--- config.mk ---
export PLATFORM = sky130hd
export DESIGN_NAME = intersection_ctrl
export DESIGN_NICKNAME = d
export VERILOG_FILES = /design/src/rtl/intersection_ctrl.sv
export SDC_FILE = /design/constraint.sdc
export NUM_CORES = 1
export LEC_CHECK = 0
export CAP_MARGIN = 20
export CORE_MARGIN = 2
export CORE_UTILIZATION = 45
export CTS_CLUSTER_DIAMETER = 120
export CTS_CLUSTER_SIZE = 8
export DETAILED_ROUTE_END_ITERATION = 8
export GPL_TIMING_DRIVEN = 0
export PLACE_DENSITY = 0.72
export SLEW_MARGIN = 20
export SYNTH_ARGS = -nofsm -noshare
export SYNTH_HDL_FRONTEND = slang
export SYNTH_SLANG_ARGS = --single-unit
--- constraint.sdc ---
create_clock -name clk -period 3.4 [get_ports clk]
set_clock_uncertainty 0.2 [all_clocks]
set_input_delay 0.68 -clock clk [delete_from_list [all_inputs] [get_ports clk]]
set_output_delay 0.68 -clock clk [all_outputs]
set_load 0.05 [all_outputs]
--- src/rtl/intersection_ctrl.sv ---
// intersection_ctrl: two-approach stoplight sequencer with all-red clearance and pedestrian WALK
module intersection_ctrl #(
    parameter int TW         = 5,
    parameter int MIN_GREEN  = 8,
    parameter int YELLOW_CYC = 3,
    parameter int ALLRED_CYC = 2,
    parameter int PED_CYC    = 5
) (
    input  logic       clk,
    input  logic       rst,
    input  logic       en,
    input  logic       car_a,
    input  logic       car_b,
    input  logic       ped_req,
    output logic       a_r,
    output logic       a_y,
    output logic       a_g,
    output logic       b_r,
    output logic       b_y,
    output logic       b_g,
    output logic       walk,
    output logic [2:0] phase
);
    typedef enum logic [2:0] {
        ALLRED_A = 3'd0,
        A_GRN    = 3'd1,
        A_YEL    = 3'd2,
        ALLRED_B = 3'd3,
        B_GRN    = 3'd4,
        B_YEL    = 3'd5,
        WALK_A   = 3'd6,
        WALK_B   = 3'd7
    } state_t;

    localparam logic [TW-1:0] T_MAX = '1;
    localparam logic [TW-1:0] T_GRN = TW'(MIN_GREEN - 1);
    localparam logic [TW-1:0] T_YEL = TW'(YELLOW_CYC - 1);
    localparam logic [TW-1:0] T_AR  = TW'(ALLRED_CYC - 1);
    localparam logic [TW-1:0] T_PED = TW'(PED_CYC - 1);

    state_t        state_q, state_d;
    logic [TW-1:0] timer_q, timer_d;
    logic          ped_pend_q, ped_pend_d;
    logic          in_walk, to_walk;

    // next state, phase timer and pedestrian latch
    always_comb begin
        state_d = state_q;
        case (state_q)
            ALLRED_A: if (timer_q >= T_AR) state_d = !en ? ALLRED_A : ped_pend_q ? WALK_A : A_GRN;
            WALK_A:   if (timer_q >= T_PED) state_d = A_GRN;
            A_GRN:    if (timer_q >= T_GRN && (car_b || ped_pend_q || !en)) state_d = A_YEL;
            A_YEL:    if (timer_q >= T_YEL) state_d = ALLRED_B;
            ALLRED_B: if (timer_q >= T_AR) state_d = !en ? ALLRED_B : ped_pend_q ? WALK_B : B_GRN;
            WALK_B:   if (timer_q >= T_PED) state_d = B_GRN;
            B_GRN:    if (timer_q >= T_GRN && (car_a || ped_pend_q || !en)) state_d = B_YEL;
            B_YEL:    if (timer_q >= T_YEL) state_d = ALLRED_A;
            default:  state_d = ALLRED_A;
        endcase
        in_walk    = (state_q == WALK_A) || (state_q == WALK_B);
        to_walk    = (state_d == WALK_A) || (state_d == WALK_B);
        timer_d    = (state_d != state_q) ? '0 : (timer_q == T_MAX) ? timer_q : timer_q + 1'b1;
        ped_pend_d = to_walk ? 1'b0 : in_walk ? ped_pend_q : (ped_pend_q | ped_req);
    end

    // state, timer and request registers with synchronous reset
    always_ff @(posedge clk) begin
        if (rst) begin
            state_q    <= ALLRED_A;
            timer_q    <= '0;
            ped_pend_q <= 1'b0;
        end else begin
            state_q    <= state_d;
            timer_q    <= timer_d;
            ped_pend_q <= ped_pend_d;
        end
    end

    assign a_g   = (state_q == A_GRN);
    assign a_y   = (state_q == A_YEL);
    assign a_r   = !(a_g || a_y);
    assign b_g   = (state_q == B_GRN);
    assign b_y   = (state_q == B_YEL);
    assign b_r   = !(b_g || b_y);
    assign walk  = (state_q == WALK_A) || (state_q == WALK_B);
    assign phase = state_q;
endmodule

==> results.cfg <==
[run_status]
outcome = complete, no violations

[floorplanning]
die_w_um = 44.8
die_area_um2 = 2010
start_util_pct = 48.6
core_area_um2 = 1540
top_level_ports = 16
die_y_um = 44.8
rows = 14

[critical_path]
path_class = reg2out
crit_slowest_cell = clkdlybuf4s50_1
required_ns = 2.52
worstPathCellList = buf_4 > clkbuf_1 > nor3b_2 > clkdlybuf4s50_1
crit_path_max_incr_delay_ns = 0.82
worst-path-buf-inv = 3
start_kind = register
cp_top_family = buffers and inverters
crit_arrival_ns = 2.13
crit_path_end_kind = output pin
cp_max_fo = 10

[logic_synthesis]
synthArstFlopShare_pct = 0
synth_ff_type = dfxtp_1
synth_edf_count = 0
synth.top_cell.area_share_pct = 24.0
synth_seq_cells = 9
yosys.cell_count.top_type = dfxtp_1
synth.distinct_cells = 39
syn_nets = 96
yosys_warnings = 0
synth_top_cells_by_area = dfxtp_1 (24%), ha_1 (6.7%), nor3_1 (4.7%)
netlist_top_cells_count = dfxtp_1 (9), nor3_1 (7), inv_1 (6)
ys_seq_area_share_pct = 24.0
synth_area_um2 = 749
synth_top_area_cell = dfxtp_1
synth_cells = 86
syn_area_per_cell_um2 = 8.71

[sta]
maxSlewHeadroom_pct = 66.4
slew_violations = 0
worstMarginPinSlew_ns = 0.502
finalSetupTns_ns = 0
fmax_mhz = 332
fin_hold_ws_ns = 0.383
rsz0062_at_grt = false
period_share_pct = 88.6
final.setup.worst_slack_ns = 0.387
setup_viol = 0
finalCriticalPeriod_ns = 3.01
hold_viol = 0

[place]
post-dp-hpwl_um = 1310
place_ws_ns = 0.657
placed_cell_area_um2 = 925
globalplace.congestion = 0.809
io_buffers = 15
dp_cells = 117

[clocking]
clockRootBuffer = clkbuf_4
clk_path_buf_depth = 2
postCtsHoldBufs = 0
cts_buffers = 3
cts_setup_buffers = 0
tritoncts = yes
h-tree-depth = 1
clock-sinks = 9
cts-resized-gates = 0
path_clk_slew_ns = 0.06
insertion_delay_ns = 0.25

[routing]
detail-route-antenna-nets = 0
finalWirelength_um = 1720
vias_per_cell = 5.98
drt-met1-wl_um = 772
wl_met3_um = 89
wl_per_cell_um = 14.2
dr.pass1.iters = 5
drt_iter0_drc = 12
routed-wl-met2_um = 856
top_layer_used = met3
drc_errors = 0
vias = 724

[finish]
num_antenna_cells = 0
drive_gt1_share_pct = 16.2
syn2layout_area_growth_pct = 26.9
fin_cells = 121
fin_nets = 116
final_cell_area_um2 = 951
fin_util_pct = 61.7

[pwr]
p_per_area_nw_per_um2 = 845
finalPower_uw = 803
ir_drop_mv = 0.435
leakage_nw = 0.352

[global_routing]
antenna_found_initial = 0
grt_use_total_pct = 19.2
grt_pass1_wl_um = 2890
grt_pass1_vias = 666
gr-total-overflow = 0
grt_max_degree = 11

[min_path]
hp-class = reg2reg

[job]
drv_cap = 0
[layout make-up]
type / count / area [µm²]
Buffer: 4 / 26.3
Clock buffer: 4 / 26.3
Fill cell: 138 / 591
Inverter: 6 / 22.5
Multi-Input combinational cell: 67 / 526
Sequential cell: 9 / 180
Tap cell: 16 / 20.0
Timing Repair Buffer: 15 / 150
[worst min-delay path, cell delays in order, from the launching register on]
cell and delay, ns:
dfxtp_1 0.35, mux2i_1 0.14, nor3_1 0.05
[cells in the final DEF (no fill, tap or decap), types with 2 or more instances in the layout]
cell	count
clkbuf_4	4
xor2_1	2
dfxtp_1	9
nor2_1	5
xnor2_1	2
o21ai_0	3
a21oi_1	5
clkbuf_1	2
buf_4	2
nor3_1	7
ha_1	4
mux2i_1	2
a221oi_1	3
o211ai_1	2
nand2b_1	2
nand2_1	3
nand3_1	3
a211oi_1	3
inv_1	6
clkdlybuf4s50_1	15
[kinds of logic after synthesis]
kind of cell / share of synthesized area [%]
buffers and inverters: 6.51
adder cells (fa/ha/maj): 6.68
flip-flops: 24.0
multiplexers: 2.67
AO/OA/AOI/OAI: 29.9
XOR/XNOR: 4.68
AND/OR/NAND/NOR: 25.5
[worst paths after layout]
check / start / to / slack (ns) / cells after the start
hold / removal: timer_q[4]$_SDFFE_PP0P_ / timer_q[4]$_SDFFE_PP0P_ / 0.38 / 2
setup reg to reg: timer_q[1]$_SDFFE_PP0P_ / timer_q[2]$_SDFFE_PP0P_ / 0.99 / 6
setup / recovery: phase[1]$_SDFF_PP0_ / a_y / 0.39 / 4
hold reg to reg: timer_q[4]$_SDFFE_PP0P_ / timer_q[4]$_SDFFE_PP0P_ / 0.38 / 2
[registers in the layout, indices dropped and copies added, names as in the netlist]
name / cells
phase: 3
ped_pend_q: 1
timer_q: 5
[report_power, final]
group	internal, mW	total, mW	switching [mW]
sequential	0.133	0.182	0.0491
clock	0.0449	0.0771	0.0323
combinational	0.204	0.544	0.340
[metal layers]
metal	track usage, %	vias to the layer above
li1	-	363
met1	25.2	335
met2	32.8	26
met3	2.40	0
met4	5.88	0
met5	0	-
Note: power is estimated with default switching activity, not from simulation.
